$ cat config.mk
export PLATFORM = sky130hd
export DESIGN_NAME = mem_local_master
export DESIGN_NICKNAME = d
export VERILOG_FILES = /design/src/rtl/mem_local_master.sv
export SDC_FILE = /design/constraint.sdc
export NUM_CORES = 1
export LEC_CHECK = 0
export ABC_AREA = 1
export CAP_MARGIN = 0
export CORE_AREA = 2 2 143 145
export CTS_BUF_LIST = sky130_fd_sc_hd__clkbuf_4 sky130_fd_sc_hd__clkbuf_8
export DETAILED_ROUTE_END_ITERATION = 16
export DIE_AREA = 0 0 145 147
export PLACE_DENSITY = 0.77
export SKIP_LAST_GASP = 1
export SYNTH_ARGS = -nofsm -noshare
export SYNTH_HDL_FRONTEND = slang
export SYNTH_SLANG_ARGS = --single-unit
$ cat constraint.sdc
create_clock -name phy_clk -period 6.3 [get_ports phy_clk]
set_clock_uncertainty 0.05 [all_clocks]
set_input_delay 1.89 -clock phy_clk [delete_from_list [all_inputs] [get_ports phy_clk]]
set_output_delay 1.89 -clock phy_clk [all_outputs]
set_load 0.01 [all_outputs]
$ cat src/rtl/mem_local_master.sv
// mem_local_master: transfer initiator on the DDR2 controller half-rate local
// interface. One command (write or read, start word address, length) is split
// into bursts of at most MAX_BURST beats. Writes pull from a show-ahead source
// FIFO; reads are paced by the sink FIFO's free space and returned through a
// one-cycle register stage.
//
// Handshakes: a transfer happens on a cycle where valid and ready are both
// high. cmd_valid/cmd_ready accept a command; local_write_req or
// local_read_req with local_ready accepts a beat or burst request. While a
// request is waiting for local_ready, every local_* output holds steady.
module mem_local_master #(
  parameter int DATA_W    = 64,
  parameter int ADDR_W    = 24,
  parameter int SIZE_W    = 3,
  parameter int MAX_BURST = 4,
  parameter int LEN_W     = 16,
  parameter int FIFO_W    = 11
) (
  input  logic                phy_clk,
  input  logic                reset,
  input  logic                local_init_done,
  input  logic                cmd_valid,
  output logic                cmd_ready,
  input  logic                cmd_write,
  input  logic [ADDR_W-1:0]   cmd_addr,
  input  logic [LEN_W-1:0]    cmd_len,
  output logic                busy,
  output logic                done,
  output logic                err_stray,
  input  logic [DATA_W-1:0]   wr_data,
  input  logic [FIFO_W-1:0]   wr_used,
  output logic                wr_rdreq,
  output logic [DATA_W-1:0]   rd_data,
  output logic                rd_valid,
  input  logic [FIFO_W-1:0]   rd_free,
  output logic [ADDR_W-1:0]   local_address,
  output logic [SIZE_W-1:0]   local_size,
  output logic                local_burstbegin,
  output logic                local_write_req,
  output logic [DATA_W-1:0]   local_wdata,
  output logic [DATA_W/8-1:0] local_be,
  output logic                local_read_req,
  input  logic                local_ready,
  input  logic [DATA_W-1:0]   local_rdata,
  input  logic                local_rdata_valid,
  output logic [2:0]          dbg_state
);

  typedef enum logic [2:0] {
    S_IDLE     = 3'd0,
    S_WR_WAIT  = 3'd1,
    S_WR_BEAT  = 3'd2,
    S_RD_WAIT  = 3'd3,
    S_RD_REQ   = 3'd4,
    S_RD_DRAIN = 3'd5,
    S_DONE     = 3'd6
  } state_t;

  state_t              state, state_nx;
  logic [ADDR_W-1:0]   addr_q;
  logic [LEN_W-1:0]    rem_q;
  logic [SIZE_W-1:0]   beat_q;
  logic [FIFO_W-1:0]   pending_q;
  logic [SIZE_W-1:0]   blen;
  logic [FIFO_W+1:0]   rd_need;
  logic                room_ok;
  logic                cmd_accept;
  logic                wr_accept;
  logic                last_beat;
  logic                rd_accept;

  // Current burst length; rem_q is constant for the whole burst.
  assign blen       = (rem_q < LEN_W'(MAX_BURST)) ? rem_q[SIZE_W-1:0] : SIZE_W'(MAX_BURST);
  // Sink must hold everything in flight plus this burst plus one word of usedw lag.
  assign rd_need    = {2'b00, pending_q} + (FIFO_W+2)'(blen) + (FIFO_W+2)'(1);
  assign room_ok    = ({2'b00, rd_free} >= rd_need);
  assign cmd_accept = (state == S_IDLE) & cmd_valid & local_init_done;
  assign wr_accept  = (state == S_WR_BEAT) & local_ready;
  assign last_beat  = wr_accept & (beat_q == blen - SIZE_W'(1));
  assign rd_accept  = (state == S_RD_REQ) & local_ready;
  assign busy       = (state != S_IDLE);
  assign dbg_state  = state;

  // Next-state and local interface drive; outputs are idle-zero outside their states.
  always_comb begin
    state_nx         = state;
    cmd_ready        = 1'b0;
    done             = 1'b0;
    wr_rdreq         = 1'b0;
    local_address    = '0;
    local_size       = '0;
    local_burstbegin = 1'b0;
    local_write_req  = 1'b0;
    local_wdata      = '0;
    local_be         = '0;
    local_read_req   = 1'b0;
    case (state)
      S_IDLE: begin
        cmd_ready = local_init_done;
        if (cmd_accept) begin
          if (cmd_len == '0)  state_nx = S_DONE;
          else if (cmd_write) state_nx = S_WR_WAIT;
          else                state_nx = S_RD_WAIT;
        end
      end
      S_WR_WAIT: begin
        if (wr_used >= FIFO_W'(blen)) state_nx = S_WR_BEAT;
      end
      S_WR_BEAT: begin
        local_write_req  = 1'b1;
        local_wdata      = wr_data;
        local_be         = '1;
        local_address    = addr_q;
        local_size       = blen;
        local_burstbegin = (beat_q == '0);
        wr_rdreq         = local_ready;
        if (last_beat) state_nx = (rem_q == LEN_W'(blen)) ? S_DONE : S_WR_WAIT;
      end
      S_RD_WAIT: begin
        if (room_ok) state_nx = S_RD_REQ;
      end
      S_RD_REQ: begin
        local_read_req   = 1'b1;
        local_burstbegin = 1'b1;
        local_address    = addr_q;
        local_size       = blen;
        if (rd_accept) state_nx = (rem_q == LEN_W'(blen)) ? S_RD_DRAIN : S_RD_WAIT;
      end
      S_RD_DRAIN: begin
        if ((pending_q == '0) && !rd_valid) state_nx = S_DONE;
      end
      S_DONE: begin
        done     = 1'b1;
        state_nx = S_IDLE;
      end
      default: state_nx = S_IDLE;
    endcase
  end

  // State, command progress, outstanding-read count and registered return path.
  always_ff @(posedge phy_clk) begin
    if (reset) begin
      state     <= S_IDLE;
      addr_q    <= '0;
      rem_q     <= '0;
      beat_q    <= '0;
      pending_q <= '0;
      rd_valid  <= 1'b0;
      rd_data   <= '0;
      err_stray <= 1'b0;
    end else begin
      state <= state_nx;
      if (cmd_accept) begin
        addr_q <= cmd_addr;
        rem_q  <= cmd_len;
        beat_q <= '0;
      end
      if (wr_accept) beat_q <= last_beat ? '0 : beat_q + SIZE_W'(1);
      if (last_beat || rd_accept) begin
        rem_q  <= rem_q - LEN_W'(blen);
        addr_q <= addr_q + ADDR_W'(blen);
      end
      pending_q <= pending_q + (rd_accept ? FIFO_W'(blen) : FIFO_W'(0))
                             - (rd_valid  ? FIFO_W'(1)    : FIFO_W'(0));
      rd_valid  <= local_rdata_valid & (pending_q != '0);
      rd_data   <= local_rdata;
      if (local_rdata_valid && (pending_q == '0)) err_stray <= 1'b1;
    end
  end

endmodule
## Word level (Yosys, flattened, before mapping)

Cells that the tools add are included.

- Flip-flop bits (word level): 123
- Logic and storage cells: 84
- Input port bits: 197

- Reduce and logical (&&, ||, !) cells: 14
- Mux-type cells: 31
- Equal/unequal tests: 14
- Magnitude comparators: 3
- Add/subtract/negate cells: 8
- Bitwise operators: 6

Operators by type and width:

| kind | number |
|---|---|
| two-way mux 24 bit | 3 |
| two-way mux 64 bit | 1 |
| two-way mux 3 bit | 15 |
| two-way mux 16 bit | 2 |
| adder 24 x 3 -> 24 bit | 1 |
| case mux 3 bit (6 select lines) | 1 |
| equality test 16 x 3 -> 1 bit | 1 |
| zero test 16 bit | 1 |
| less-than comparator 16 x 3 -> 1 bit, second input constant | 1 |
| subtractor 16 x 3 -> 16 bit | 1 |
| adder 12 x 1 -> 13 bit, second input constant | 1 |
| >= comparator 11 x 13 -> 1 bit | 1 |
| adder 11 x 3 -> 12 bit | 1 |
| != test 2 bit, second input constant | 6 |
| adder 11 x 3 -> 11 bit | 1 |
| >= comparator 11 x 3 -> 1 bit | 1 |
| zero test 11 bit | 1 |
| nonzero test 11 bit | 1 |
| subtractor 11 x 1 -> 11 bit | 1 |
| equality test 3 bit, second input constant | 3 |
| two-way mux 8 bit | 1 |
| AND 1 bit | 6 |
| equality test 3 x 2 -> 1 bit, second input constant | 2 |
| zero test 3 bit | 2 |
| 14 further kinds | 21 |

## Logic depth before layout (Yosys ltp)

- Depth in word-level cells: 7
- Depth in mapped cells: 22
- Mapped depth without buffers: 22

## Least setup slack after synthesis

Ideal clock, no wire load.

- Path type: input to output
- Start: input local_ready
- End: output wr_rdreq
- Slack: 2.206 ns
- Stages on the path: 2
- Buffers on the path: 0
- Arrival: 2.154 ns
- Data required time: 4.360 ns
- Path through: inv_1 > nor2_1

- Word-level cells in the longest chain between the ends: 1

RTL lines:

| element | line | RTL |
|---|---|---|
| start: declaration | 43 | `input logic local_ready,` |
| two-way mux 1 bit | 97 | `case (state)` |
| end: declaration | 32 | `output logic wr_rdreq,` |

No other way between the ends.

## Worst setup path in the final report

Same ends and word-level chain as after synthesis.

==> impl_metrics.tcl <==
set metrics [dict create \
    outcome "complete, no violations" \
    grt_pass1_wl_um 40400 \
    die_h_um 147 \
    cts.clk_slew.worst_paths_ps 70 \
    final-setup-viol-count 0 \
    syn2layout_area_growth_pct 55.2 \
    synth_nets 1418 \
    grt_usage_pct 23.7 \
    fp-row-count 52 \
    clock_latency_ps 440 \
    syn_inst 1170 \
    viasPerCell 4.65 \
    firstDrtPassIters 5 \
    met1_usage_pct 23.4 \
    cts.sinks 123 \
    ios 372 \
    cts_setup_buffers 0 \
    fin_crit_sh_pct 83.4 \
    die-area_um2 21300 \
    grt_use_met3_pct 8.01 \
    hold_buffers 0 \
    antenna_found_initial 2 \
    gr-usage-met2_pct 46.4 \
    cts_tree "done" \
    routed-via-count 8380 \
    tightest_slew_ps 923 \
    nets 1766 \
    preCtsSetupSlack_ps 1030 \
    start_util_pct 38.1 \
    cp-end-kind "output pin" \
    hold-path-cell-count 2 \
    hp-start "err_stray" \
    grt-ovfl-total 0 \
    ant_nets 0 \
    regToRegSetupSlack_ps 2530 \
    p_switching_mw 1.53 \
    arrival_ps 3320 \
    finalSetupTns_ps 0 \
    timing.rr.start "rem_q[2]" \
    yosysTopAreaCell "dfxtp_1" \
    drt_iter0_markers 453 \
    place_congestion 0.935 \
    slew_violations 0 \
    leakagePower_nw 5.37 \
    hold_viol_final 0 \
    htreeDepth 4 \
    hpwlAfterDp_um 20900 \
    setup_slack_ps 1040 \
    yosys.cell_types.count 44 \
    finalCriticalPeriod_ps 5260 \
    seqPwrFrac_pct 28.9 \
    hold_class "reg2reg" \
    power_frac_clock_pct 18.2 \
    drive_gt1_share_pct 4.05 \
    synth_area_um2 7570 \
    grt_setup_unrepaired "no" \
    ys_ff_latch 123 \
    intPower_mw 1.98 \
    cts-resized-gates 0 \
    drt_wl_total_um 25900 \
    syn-mean-instance-area_um2 6.47 \
    post_drt_wl_per_cell_um 14.4 \
    crit_chain "clkdlybuf4s50_1 -> inv_1 -> nor2_1 -> clkdlybuf4s50_1" \
    cp_common_cell "clkdlybuf4s50_1" \
    cp_max_fo 5 \
    seq_area_frac_synth_pct 32.5 \
    clk_path_buf_depth 2 \
    cp-start-kind "input pin" \
    max_cap_violations 0 \
    cts_buffers 17 \
    hold_path_end "err_stray" \
    pwr-share-comb_pct 53.0 \
    max_freq_mhz 190 \
    irDropWorstVdd_uv 140 \
    top_usage_layer "met2" \
    die_w_um 145 \
    yosys_warnings 0 \
    slowest_delay_ps 610 \
    slew-limit-headroom_pct 38.5 \
    crit_type "in2out" \
    r2r_cells 17 \
    switching_share_pct 43.6 \
    drc 0 \
    r2r_end "addr_q[18]" \
    power_density_nw_per_um2 299 \
    cts-root-buf "clkbuf_8" \
    synth_top_area_share_pct 32.5 \
    grt_pass1_vias 8083 \
    cp.required_ps 4360 \
    grt_max_degree 89 \
    coreArea_um2 19800 \
    io_buffers 371 \
    slowest_stage "clkdlybuf4s50_1" \
    synthTopCellsByArea "dfxtp_1 33%, inv_1 13%, nor2_1 11%" \
]
-- synthesized netlist by cell type, drive strengths merged --
| cell type | n |
|---|---|
| o211ai | 2 |
| dfxtp | 123 |
| a31oi | 11 |
| clkbuf | 20 |
| fa | 3 |
| ha | 48 |
| nand3b | 7 |
| nand3 | 47 |
| a221oi | 1 |
| o31ai | 1 |
| nor4 | 4 |
| and3 | 1 |
| a21oi | 59 |
| nor2 | 224 |
| conb | 1 |
| o21a | 3 |
| o21bai | 1 |
| buf | 26 |
| o21ai | 48 |
| a21boi | 1 |
| xor2 | 30 |
| xnor2 | 2 |
| o221ai | 1 |
| nand4 | 16 |
| or2 | 4 |
| inv | 257 |
| nor3 | 15 |
| nand2 | 211 |
| and2 | 1 |
| a21o | 2 |
-- flip-flops by register name (all words and copies together) (netlist names) --
| signal | cells |
|---|---|
| rd_valid | 1 |
| err_stray | 1 |
| addr_q | 24 |
| dbg_state | 3 |
| rd_data | 64 |
| pending_q | 11 |
| beat_q | 3 |
| rem_q | 16 |
-- stage by stage --
| stage | power, mW | area (um2) | utilization (%) | cells | hold WS [ps] |
|---|---|---|---|---|---|
| 3_5_place_dp | 2.88 | 11400 | 57.4 | 1769 | 414 |
| 2_1_floorplan | 2.21 | 7570 | - | 1170 | 403 |
| 3_3_place_gp | 2.83 | 11400 | 57.4 | 1769 | 403 |
| 6_report | 3.51 | 11700 | 59.2 | 1802 | 425 |
| 4_1_cts | 3.53 | 11700 | 59.2 | 1801 | 433 |
| 5_1_grt | 3.80 | 11700 | 59.2 | 1802 | 469 |
-- layout by cell type (no fill, tap or decap), types with 4 or more instances in the layout --
cell / count
clkdlybuf4s50_1: 370
inv_1: 253
nor2_1: 212
nand2_1: 208
dfxtp_1: 123
a21oi_1: 58
ha_1: 48
nand3_1: 45
o21ai_0: 41
xor2_1: 30
clkbuf_8: 17
nand4_1: 16
nor3_1: 15
a31oi_1: 11
nor2_2: 9
nand3b_1: 7
o21ai_1: 7
clkinv_4: 6
buf_4: 5
nor4_1: 4
inv_6: 4
-- worst max-delay path, delay by kind of cell --
family                 cells  cell delay (ps)
buffers and inverters      3             1260
and+or+nand+nor            1              160
-- how the worst max path moves through the flow --
| stage | startpoint | to | slack [ps] | cells after the start |
|---|---|---|---|---|
| finish | local_ready | wr_rdreq | 1040 | 4 |
| global route | dbg_state[2] | local_size[2] | 890 | 8 |
| CTS | local_ready | wr_rdreq | 1010 | 4 |
| detailed placement | local_ready | wr_rdreq | 1030 | 4 |
| global placement | local_ready | wr_rdreq | 1000 | 4 |
| floorplan | local_ready | wr_rdreq | 2210 | 2 |
-- power groups by stage --
stage | combinational, mW | sequential, mW | clock (mW)
detailed placement | 1.85 | 1.03 | 0
global placement | 1.80 | 1.02 | 0
CTS | 1.86 | 1.01 | 0.657
global route | 2.08 | 1.03 | 0.689
finish | 1.86 | 1.01 | 0.638
floorplan | 1.20 | 1.01 | 0
-- routing by layer --
metal  wire (um)  up-vias
met2       13900      338
li1            -     4230
met4         571        0
met5           0        -
met1        9210     3782
met3        2230       30
-- kinds of logic after synthesis --
kind of cell             count (synthesis)  synth area share, %
buffers and inverters                  303                 16.2
AND/OR/NAND/NOR                        530                 29.5
XOR/XNOR                                32                 3.70
AO/OA/AOI/OAI                          130                 9.26
adder cells (fa/ha/maj)                 51                 8.73
other                                    1               0.0496
flip-flops                             123                 32.5
-- area by class of cell --
cell class | instances | area (um2)
clock buffers | 18 | 241
inverters | 257 | 967
well taps | 270 | 338
flip-flops and latches | 123 | 2460
repair buffers | 375 | 3740
clock inverters | 14 | 113
diodes | 1 | 2.50
multi-input cells | 744 | 3880
fillers | 1865 | 8100
Note: power is estimated with default switching activity, not from simulation.
